==> src/rtl/seven_seg_scan_ctrl.sv <==
// seven_seg_scan_ctrl
// Time-multiplexed scan controller for common-anode seven-segment digits that
// share a single external decoder. The displayed value lives in a shadow
// register that is only replaced at a frame boundary, so a frame never shows a
// half-updated number. New values wait in a one-deep pending buffer.
module seven_seg_scan_ctrl #(
  parameter int DIGITS      = 4,
  parameter int REFRESH_DIV = 50000,
  parameter int BLANK_CYC   = 2
) (
  input  logic                  clk,
  input  logic                  rst,
  input  logic                  load_valid,
  output logic                  load_ready,
  input  logic [4*DIGITS-1:0]   load_value,
  input  logic [DIGITS-1:0]     load_dp,
  input  logic                  lz_en,
  output logic [3:0]            hex_out,
  input  logic [6:0]            dec_seg,
  output logic [6:0]            seg_out,
  output logic                  dp_out,
  output logic [DIGITS-1:0]     an_out,
  output logic                  frame_done
);

  localparam int CNT_W = $clog2(REFRESH_DIV);
  localparam int IDX_W = $clog2(DIGITS);

  localparam logic [CNT_W-1:0] CNT_ZERO  = {CNT_W{1'b0}};
  localparam logic [CNT_W-1:0] CNT_ONE   = CNT_W'(1);
  localparam logic [CNT_W-1:0] CNT_LAST  = CNT_W'(REFRESH_DIV - 1);
  localparam logic [CNT_W-1:0] CNT_BLANK = CNT_W'(BLANK_CYC);
  localparam logic [IDX_W-1:0] IDX_ZERO  = {IDX_W{1'b0}};
  localparam logic [IDX_W-1:0] IDX_ONE   = IDX_W'(1);
  localparam logic [IDX_W-1:0] IDX_LAST  = IDX_W'(DIGITS - 1);

  logic [CNT_W-1:0]    cnt_r;
  logic [IDX_W-1:0]    idx_r;
  logic [4*DIGITS-1:0] shd_val_r;
  logic [DIGITS-1:0]   shd_dp_r;
  logic [4*DIGITS-1:0] pnd_val_r;
  logic [DIGITS-1:0]   pnd_dp_r;
  logic                pnd_r;
  logic [6:0]          seg_r;
  logic                dp_r;
  logic [DIGITS-1:0]   an_r;
  logic                fd_r;

  logic                slot_last_s;
  logic                frame_last_s;
  logic                load_fire_s;
  logic [DIGITS-1:0]   nib_nz_s;
  logic                upper_nz_s;
  logic                blank_s;
  logic [DIGITS-1:0]   an_s;

  assign slot_last_s  = (cnt_r == CNT_LAST);
  assign frame_last_s = slot_last_s && (idx_r == IDX_LAST);
  assign load_fire_s  = load_valid && !pnd_r;

  // Current digit nibble goes straight from the shadow to the shared decoder.
  assign hex_out = shd_val_r[{idx_r, 2'b00} +: 4];

  // Flag every non-zero nibble of the shadow value.
  always_comb begin
    nib_nz_s = {DIGITS{1'b0}};
    for (int k = 0; k < DIGITS; k++) begin
      nib_nz_s[k] = |shd_val_r[4*k +: 4];
    end
  end

  assign upper_nz_s = |(nib_nz_s >> idx_r);

  // Leading-zero blanking: digit 0 always shows; higher digits blank when they
  // and everything above them are zero.
  always_comb begin
    if (lz_en && (idx_r != IDX_ZERO) && !upper_nz_s) begin
      blank_s = 1'b1;
    end else begin
      blank_s = 1'b0;
    end
  end

  // Anode pattern: all off during the inter-digit gap, else only the current digit on.
  always_comb begin
    an_s = {DIGITS{1'b1}};
    if (cnt_r < CNT_BLANK) begin
      an_s = {DIGITS{1'b1}};
    end else begin
      an_s[idx_r] = 1'b0;
    end
  end

  // Slot counter and digit index advance.
  always_ff @(posedge clk) begin
    if (rst) begin
      cnt_r <= CNT_ZERO;
      idx_r <= IDX_ZERO;
    end else if (slot_last_s) begin
      cnt_r <= CNT_ZERO;
      idx_r <= (idx_r == IDX_LAST) ? IDX_ZERO : (idx_r + IDX_ONE);
    end else begin
      cnt_r <= cnt_r + CNT_ONE;
    end
  end

  // Load handshake into the pending buffer and frame-boundary commit to the shadow.
  always_ff @(posedge clk) begin
    if (rst) begin
      shd_val_r <= {(4*DIGITS){1'b0}};
      shd_dp_r  <= {DIGITS{1'b0}};
      pnd_val_r <= {(4*DIGITS){1'b0}};
      pnd_dp_r  <= {DIGITS{1'b0}};
      pnd_r     <= 1'b0;
    end else if (frame_last_s && pnd_r) begin
      shd_val_r <= pnd_val_r;
      shd_dp_r  <= pnd_dp_r;
      pnd_r     <= 1'b0;
    end else if (load_fire_s) begin
      pnd_val_r <= load_value;
      pnd_dp_r  <= load_dp;
      pnd_r     <= 1'b1;
    end
  end

  // Pin outputs registered one stage behind the scan counters.
  always_ff @(posedge clk) begin
    if (rst) begin
      seg_r <= 7'h7F;
      dp_r  <= 1'b1;
      an_r  <= {DIGITS{1'b1}};
      fd_r  <= 1'b0;
    end else begin
      seg_r <= blank_s ? 7'h7F : dec_seg;
      dp_r  <= ~shd_dp_r[idx_r];
      an_r  <= an_s;
      fd_r  <= frame_last_s;
    end
  end

  assign load_ready = ~pnd_r;
  assign seg_out    = seg_r;
  assign dp_out     = dp_r;
  assign an_out     = an_r;
  assign frame_done = fd_r;

endmodule
==> config.mk <==
export PLATFORM = sky130hd
export DESIGN_NAME = seven_seg_scan_ctrl
export DESIGN_NICKNAME = d
export VERILOG_FILES = /design/src/rtl/seven_seg_scan_ctrl.sv
export SDC_FILE = /design/constraint.sdc
export NUM_CORES = 1
export LEC_CHECK = 0
export CORE_ASPECT_RATIO = 0.7
export CORE_MARGIN = 3
export CORE_UTILIZATION = 45
export CTS_CLUSTER_SIZE = 25
export DETAILED_ROUTE_END_ITERATION = 12
export GPL_TIMING_DRIVEN = 1
export HOLD_SLACK_MARGIN = 0.02
export PLACE_DENSITY = 0.69
export REMOVE_ABC_BUFFERS = 1
export SYNTH_ARGS = -nofsm -noshare
export SYNTH_HDL_FRONTEND = slang
export SYNTH_SLANG_ARGS = --single-unit
==> constraint.sdc <==
create_clock -name clk -period 1.8 [get_ports clk]
set_input_delay 0.18 -clock clk [delete_from_list [all_inputs] [get_ports clk]]
set_output_delay 0.18 -clock clk [all_outputs]
set_load 0.05 [all_outputs]
* Word-level counts from Yosys, hierarchy flattened
Cells that the tools add are included.
** Storage, ports and cells
- Register bits after elaboration :: 72
- Input port bits :: 31
- Word-level logic and storage cells :: 49
** Cells by class
- $add $sub $neg :: 2
- Order comparisons :: 3
- Eq/ne operators :: 2
- Shift operators :: 2
- Multiplexer cells :: 6
- Bitwise logic cells :: 4
- Reduce and logical (&&, ||, !) cells :: 19
** Operators with widths (count)
- 4-bit OR reduction :: 5
- 16-bit by 1-bit adder with 16-bit output, second input constant :: 1
- 16-bit == test, second input constant :: 1
- 16-bit by 2-bit less-than comparator with 1-bit output, second input constant :: 1
- 16-bit by 5-bit variable part select with 4-bit output :: 1
- 2-bit OR reduction :: 4
- 1-bit logical AND :: 6
- 4-bit inverter :: 1
- 4-bit by 2-bit >> shifter with 4-bit output :: 1
- 2-bit by 3-bit less-than comparator with 1-bit output, second input constant :: 1
- 1-bit 2-to-1 mux :: 3
- 1-bit inverter :: 3
- 2-bit by 1-bit adder with 2-bit output, second input constant :: 1
- 1-bit binary-select mux with 2-bit select :: 1
- 1-bit demux with 2-bit select :: 1
- 2-bit == test, second input constant :: 1
- 2-bit by 1-bit greater-or-equal comparator with 1-bit output, second input constant :: 1
- 1-bit zero test :: 2
- 2-bit 2-to-1 mux :: 1
- 2-bit AND reduction :: 1
- 2-bit nonzero test :: 1

* Depth between registers and ports, before layout
Gate-level depths: netlist of the first run.
- Depth in word-level cells :: 7
- Depth in mapped cells :: 6

* Worst setup path before layout of the first run
Ideal clock, no wire load.
- Kind :: reg-to-reg
- Start :: register cnt_r[0]
- End :: register shd_dp_r[0]
- Arrival :: 1.689 ns
- Data required time :: 1.728 ns
- Setup slack :: 0.039 ns
- Cell stages (with the launch flop) :: 7
- Path buffers :: 1
- Clock period less this slack :: 1.761 ns
- Cells stage by stage :: dfxtp_1 ha_1 nand3_4 or3_4 nor3_4 buf_6 mux2i_1
** On the way
- Longest elaborated chain between the ends :: 3
** RTL lines
- start: declaration :: line 37 : logic [CNT_W-1:0] cnt_r;
- start signal: assignment :: line 103 : cnt_r <= cnt_r + CNT_ONE;
- 16-bit == test :: line 57 : assign slot_last_s = (cnt_r == CNT_LAST);
- 1-bit logical AND :: line 58 : assign frame_last_s = slot_last_s && (idx_r == IDX_LAST);
- 1-bit logical AND :: line 115 : end else if (frame_last_s && pnd_r) begin
- end signal: assignment :: line 111 : shd_dp_r <= {DIGITS{1'b0}};
- end signal: assignment :: line 117 : shd_dp_r <= pnd_dp_r;
- end: declaration :: line 40 : logic [DIGITS-1:0] shd_dp_r;
No other way between the ends.
A chain may end at the register's enable or synchronous reset.

* Worst setup path in the final report of the first run
- Start :: register idx_r[0]
- End :: output hex_out[2]
** On the way
- Longest elaborated chain between the ends :: 1
** RTL lines
- start: declaration :: line 38 : logic [IDX_W-1:0] idx_r;
- start signal: assignment :: line 101 : idx_r <= (idx_r == IDX_LAST) ? IDX_ZERO : (idx_r + IDX_ONE);
- 16-bit by 5-bit variable part select with 4-bit output :: line 62 : assign hex_out = shd_val_r[{idx_r, 2'b00} +: 4];
- end: declaration :: line 18 : output logic [3:0] hex_out,
No other way between the ends.

==> metrics, run 1 <==
All-Layer GR Usage roughly 17%; Layout area overhead 32.26%; register area 0.001446 mm^2; hold_sp rst; core area 0.006336 mm^2; Synth Instances between 300 and 400; startpoint types register; Max Buffers Root-to-Sink 2; drt total wl ~6.5 mm; WHS 0.2500 ns; final worst slack 0.07464 ns; die height between 70 and 80 um; setup_tns 0 ns; Netlist cell types 30; Worst Path Buf+Inv 1; switching share of power between 20 and 25%; worst-case setup slack after placement ~0.0070 ns; mux contribution to synthesized area between 10% and 20%; Critical-path top delay cell mux4_2; XOR/XNOR Fraction of Synth Area about 4.1%; clock tree root buffer cell clkbuf_8; register bit total from synthesis between 70 and 80; clock share of power 44.2%; Syn Std Cell Area 0.003005 mm^2; commonest cells after routing, fill and taps aside 70 x dfxtp_1, 57 x nand2_1, 42 x clkdlybuf4s50_1, 41 x nand2b_1, 25 x nor2_1; CP arrival 1.55 ns; vias between 2000 and 2500; simple-gate area share of the yosys netlist a little over a quarter; outcome finished clean; Num CTS Buffers 9; Hold Crit Depth 2; largest net degree at the start of global routing 36; internal power 2.734 mW; initial core utilization between 40% and 50%; most common cell after layout, fill and taps aside dfxtp_1; Syn Area/Cell between 9 and 10 um^2; Antenna diodes 0; antenna-violating nets left 0; IO buf count between 40 and 50; Fmax about 580 MHz; Skew-Pair Late Insertion Delay roughly 0.35 ns; CP delay by family, top multiplexers; first-pass GRT wire length 10.60 mm; Hold EP pnd_dp_r[3]; CP Capture Type primary output; worst reg2reg path depth 7; final setup vio count 0; Max transition margin 64.69%; P per Cell Area between 800 and 900 mW/mm^2; Largest stage delay, worst path between 0.5 and 0.6 ns; worst path cell trace mux4_2 > buf_4; gpl congestion 0.8709; critical setup path kind reg -> out; RSZ-0062 raised after global routing no; H-tree level count 3; multi-input logic area between 0.001 and 0.0015 mm^2; Finished Layout Cells between 400 and 500; placed cell count between 400 and 500; io pins slightly below 50; Post-Synth Adder-Cell Area approximately 2.1%; Synth async-reset ratio 0%; vias in the first global route ~2100; EDFF count, synth 0; post-synthesis compound-gate area fraction slightly above 5%; largest family of logic cells by synthesized area simple AND/OR/NAND/NOR gates; hpwl dp around 4.4 mm; CTS tree yes; switching power between 700 and 800 uW; max-slew violations 0; VDD IR max 469.0 uV; Main synth FF type dfxtp_1; final-stage net count roughly 430; clk sinks 72; Final min period ~1.7 ns; Layout fillers 519; CTS Hold Bufs 0; WP data required between 1.5 and 2 ns; die area between 0.007 and 0.008 mm^2; fraction of the yosys area taken by sequential cells between 40 and 50%; power share of the combinational group 8.2%; WL/cell around 13 um; Max Cap Violations 0; Crit Path Max Fanout 12; Row Count 24; Worst R2R End shd_val_r[4]; origin of the critical flop-to-flop path cnt_r[1]; Vias/cell a little under 5; grt ovf 0; FF-to-FF setup slack ~0.11 ns; share of cells above drive strength 1 13.13%; Fin. Hold Viols 0; Max Clock Skew between 0.01 and 0.015 ns; DIE WIDTH between 100 and 150 um; Reg power frac between 40% and 50%; DRT Pass-1 Iters 4; CTS clk-pin slew, worst paths 0.08 ns; period utilisation layout ~96%; drt drc 0; leakage power 1.426 nW; Yosys warnings 0; measured slew at the worst slew-check pin 0.5280 ns; total power 3.482 mW; Worst Hold Class in -> reg; initial antenna violation count 0; Detailed Route Iter0 Violations 152
==> flip-flops by register name, summed over array words and instances (netlist names) <==
| signal | cells |
|---|---|
| cnt_r | 16 |
| pnd_val_r | 16 |
| shd_val_r | 16 |
| seg_out | 7 |
| an_out | 4 |
| pnd_dp_r | 4 |
| shd_dp_r | 4 |
| idx_r | 2 |
| dp_out | 1 |
| frame_done | 1 |
| pnd_r | 1 |
==> worst max path at each step <==
stage | startpoint | to | cells past startpoint | slack, ns
after floorplan | cnt_r[0] | shd_dp_r[0] | 5 | -0.41
after CTS | pnd_r | load_ready | 2 | 0.02
after detailed placement | cnt_r[0] | shd_val_r[5] | 6 | 0.007
after global routing | cnt_r[1] | shd_val_r[1] | 7 | 0.003
final | idx_r[0] | hex_out[2] | 2 | 0.07
after global placement | cnt_r[0] | shd_val_r[15] | 6 | 0.07
==> cells in the mapped netlist (2+ instances only) <==
| master | number | area, um^2 |
|---|---|---|
| xnor2_1 | 11 | 96.34 |
| nand2_1 | 57 | 214.0 |
| nor4_1 | 12 | 75.07 |
| a21oi_1 | 23 | 115.1 |
| buf_6 | 2 | 22.52 |
| o21ai_0 | 3 | 15.01 |
| xor2_1 | 3 | 26.28 |
| nand2b_1 | 41 | 256.5 |
| clkbuf_1 | 15 | 56.30 |
| and3_1 | 2 | 12.51 |
| nor2_1 | 25 | 93.84 |
| mux2i_1 | 20 | 200.2 |
| inv_1 | 6 | 22.52 |
| mux4_2 | 5 | 112.6 |
| nand4_1 | 3 | 18.77 |
| dfxtp_1 | 72 | 1441 |
| nand3_1 | 6 | 30.03 |
| ha_1 | 5 | 62.56 |
| nor3_1 | 6 | 30.03 |
==> power groups by stage <==
stage	clock network [mW]	registers, mW	logic (mW)
final	1.54	1.66	0.285
after floorplan	0	1.73	0.0931
after global placement	0	1.69	0.279
after detailed placement	0	1.69	0.282
after CTS	1.57	1.66	0.283
after global routing	1.64	1.66	0.309
==> stage by stage <==
stage / utilization, % / area [um^2]
final: 62.74 / 3975
after floorplan: - / 2927
after detailed placement: 57.62 / 3651
after global placement: 57.62 / 3651
after CTS: 61.61 / 3904
after global routing: 62.74 / 3975
==> layout make-up <==
class                      count  area share, %
clock inverter                 5          2.613
timing repair buffer          69          16.90
multi-input combinational    233          37.11
clock buffer                  11          3.557
tap                           91          2.864
inverter                       6         0.5666
sequential                    72          36.39
==> kinds of logic (layout without fill, tap and decap cells) <==
group,after synthesis,count (layout)
AND/OR/NAND/NOR,160,160
multiplexers,25,25
adder cells (fa/ha/maj),5,5
flip-flops,72,72
AO/OA/AOI/OAI,29,29
XOR/XNOR,14,14
buffers and inverters,23,91
==> metal layers <==
metal	wire, um	vias up	global-route usage (%)
met2	2588	70	24.20
met4	72	0	5.310
met1	3332	1062	25.22
li1	-	1227	-
met5	0	-	0
met3	478	7	6.505
==> timing repair <==
item | 4_1_cts | 5_1_grt
pin swaps | 0 | 2
gates resized for setup | 4 | 2
endpoints found under the setup margin | 7 | 21
buffers inserted | 0 | 3
cloned | 0 | 2
Note: power is estimated with default switching activity, not from simulation.
==> inputs of run 2 (changes only) <==
SKIP_CTS_REPAIR_TIMING = 1   (was unset)
==> run 2 against run 1 <==
  * Sequential cell count did not move
  * Utilization stayed put
  * Sequential share of layout area unchanged
  * First-iteration DRC count down 7.9%
  * Global-route usage decreased by 0.076 points
  * Total power is essentially flat
  * Highest routed layer unchanged
  * Non-clock buffer count unchanged
  * Sequential power is essentially flat
==> metrics, run 2 (synthesis gave the netlist of run 1 again) <==
most common cell after layout, fill and taps aside dfxtp_1 (unchanged); DIE WIDTH 103.7 um (unchanged); Placement Cell Area 0.003651 mm^2 (unchanged); die area 0.007711 mm^2 (unchanged); Hold EP pnd_dp_r[3] (unchanged); Max transition margin 64.71% (was 64.69%); WP data required 1.62 ns (about the same); CTS tree yes (unchanged); final setup vio count 0 (unchanged); antenna-violating nets left 0 (unchanged); FF-to-FF setup slack 0.10 ns (was 0.11 ns); Vias/cell 4.838 (was 4.858); Final min period 1.724 ns (was 1.725 ns); clock share of power 44.2% (about the same); All-Layer GR Usage 17.37% (was 17.45%); Max Clock Skew 0.01046 ns (was 0.01127 ns); critical setup path kind reg -> out (unchanged); core area 0.006336 mm^2 (unchanged); Fmax 580.0 MHz (was 579.6 MHz); vias in the first global route 2082 (was 2089); Hold Crit Depth 2 (unchanged); power share of the combinational group 8.2% (about the same); worst-case setup slack after placement 0.007013 ns (unchanged); internal power 2.734 mW (about the same); Reg power frac 47.6% (about the same); initial antenna violation count 0 (unchanged); Skew-Pair Late Insertion Delay 0.34 ns (was 0.35 ns); RSZ-0062 raised after global routing no (unchanged); grt ovf 0 (unchanged); final-stage net count 427 (unchanged); hold_sp rst (unchanged); Largest regs cnt_r: 16 flops, pnd_val_r: 16 flops, shd_val_r: 16 flops (unchanged); DRT Pass-1 Iters 4 (unchanged); Max Buffers Root-to-Sink 2 (unchanged); design area 0.003975 mm^2 (unchanged); switching power 744.9 uW (was 748.2 uW); period utilisation layout 95.78% (was 95.85%); io pins 49 (unchanged); clk sinks 72 (unchanged); measured slew at the worst slew-check pin 0.5277 ns (was 0.5280 ns); Worst Hold Class in -> reg (unchanged); Crit Path Max Fanout 12 (unchanged); gpl congestion 0.8709 (unchanged); outcome finished clean (unchanged); CP arrival 1.54 ns (was 1.55 ns); leakage power 1.426 nW (unchanged); P per Cell Area 875.1 mW/mm^2 (was 876.0 mW/mm^2); WL/cell 13.32 um (was 13.29 um); worst reg2reg path depth 7 (unchanged); commonest cells after routing, fill and taps aside 70 x dfxtp_1, 57 x nand2_1, 42 x clkdlybuf4s50_1, 41 x nand2b_1, 25 x nor2_1 (unchanged); clock tree root buffer cell clkbuf_8 (unchanged); initial core utilization 47.43% (unchanged); Worst R2R End shd_val_r[4] (unchanged); first-pass GRT wire length 10.54 mm (was 10.60 mm); CP Capture Type primary output (unchanged); register area 0.001446 mm^2 (unchanged); max-slew violations 0 (unchanged); Antenna diodes 0 (unchanged); die height 74.38 um (unchanged); Layout fillers 519 (unchanged); Max Cap Violations 0 (unchanged); largest net degree at the start of global routing 36 (unchanged); Detailed Route Iter0 Violations 140 (was 152); drt drc 0 (unchanged); origin of the critical flop-to-flop path cnt_r[1] (unchanged); CTS clk-pin slew, worst paths 0.08 ns (about the same); Layout area overhead 32.26% (unchanged); H-tree level count 3 (unchanged); hpwl dp 4.443 mm (unchanged); drt total wl 6.487 mm (was 6.471 mm); switching share of power 21.41% (was 21.49%); Row Count 24 (unchanged); Fin. Hold Viols 0 (unchanged); IO buf count 48 (unchanged); multi-input logic area 0.001475 mm^2 (unchanged); VDD IR max 469.0 uV (unchanged); final worst slack 0.07587 ns (was 0.07464 ns); Num CTS Buffers 9 (unchanged); startpoint types register (unchanged); vias 2356 (was 2366); share of cells above drive strength 1 13.13% (unchanged)
==> run 2: layer usage <==
metal	track usage [%]	up-vias	share of wire, %
met5	0	-	0
met4	5.310	0	0.35
met3	6.505	2	7.3
met2	23.99	59	40
met1	25.16	1069	52
li1	-	1226	-
==> run 2: area by class of cell <==
type                       instances  share of cell area, %
multi-input combinational        233                  37.11
clock buffer                      11                  3.557
timing repair buffer              69                  16.90
clock inverter                     5                  2.613
sequential                        72                  36.39
tap                               91                  2.864
inverter                           6                 0.5666
==> run 2: worst max-delay path by stage <==
stage / from / endpoint / slack (ns) / depth (start not counted)
floorplan: cnt_r[0] / shd_dp_r[0] / -0.41 / 5
global placement: cnt_r[0] / shd_val_r[15] / 0.07 / 6
detailed placement: cnt_r[0] / shd_val_r[5] / 0.007 / 6
CTS: idx_r[0] / hex_out[2] / -0.24 / 2
global route: cnt_r[1] / shd_val_r[1] / 0.003 / 7
finish: idx_r[0] / hex_out[2] / 0.08 / 2
==> run 2: critical path, stage by stage, from the launching register on <==
cell and delay, ns:
dfxtp_4 0.45, mux4_2 0.54, buf_4 0.21
==> run 2: stage by stage <==
stage / hold WS [ns] / utilization, % / TNS [ns] / total power, mW / instances
floorplan: 0.2491 / - / -8.575 / 1.822 / 311
finish: 0.2523 / 62.74 / 0 / 3.479 / 487
global route: 0.2565 / 62.74 / 0 / 3.609 / 487
CTS: 0.2457 / 61.49 / -0.9623 / 3.513 / 482
detailed placement: 0.4485 / 57.62 / 0 / 1.975 / 466
global placement: 0.4424 / 57.62 / 0 / 1.971 / 466
==> run 2: power groups by stage <==
stage	clock network, mW	registers [mW]	logic (mW)
floorplan	0	1.73	0.0931
global placement	0	1.69	0.279
detailed placement	0	1.69	0.282
CTS	1.57	1.66	0.283
global route	1.64	1.66	0.309
finish	1.54	1.66	0.285
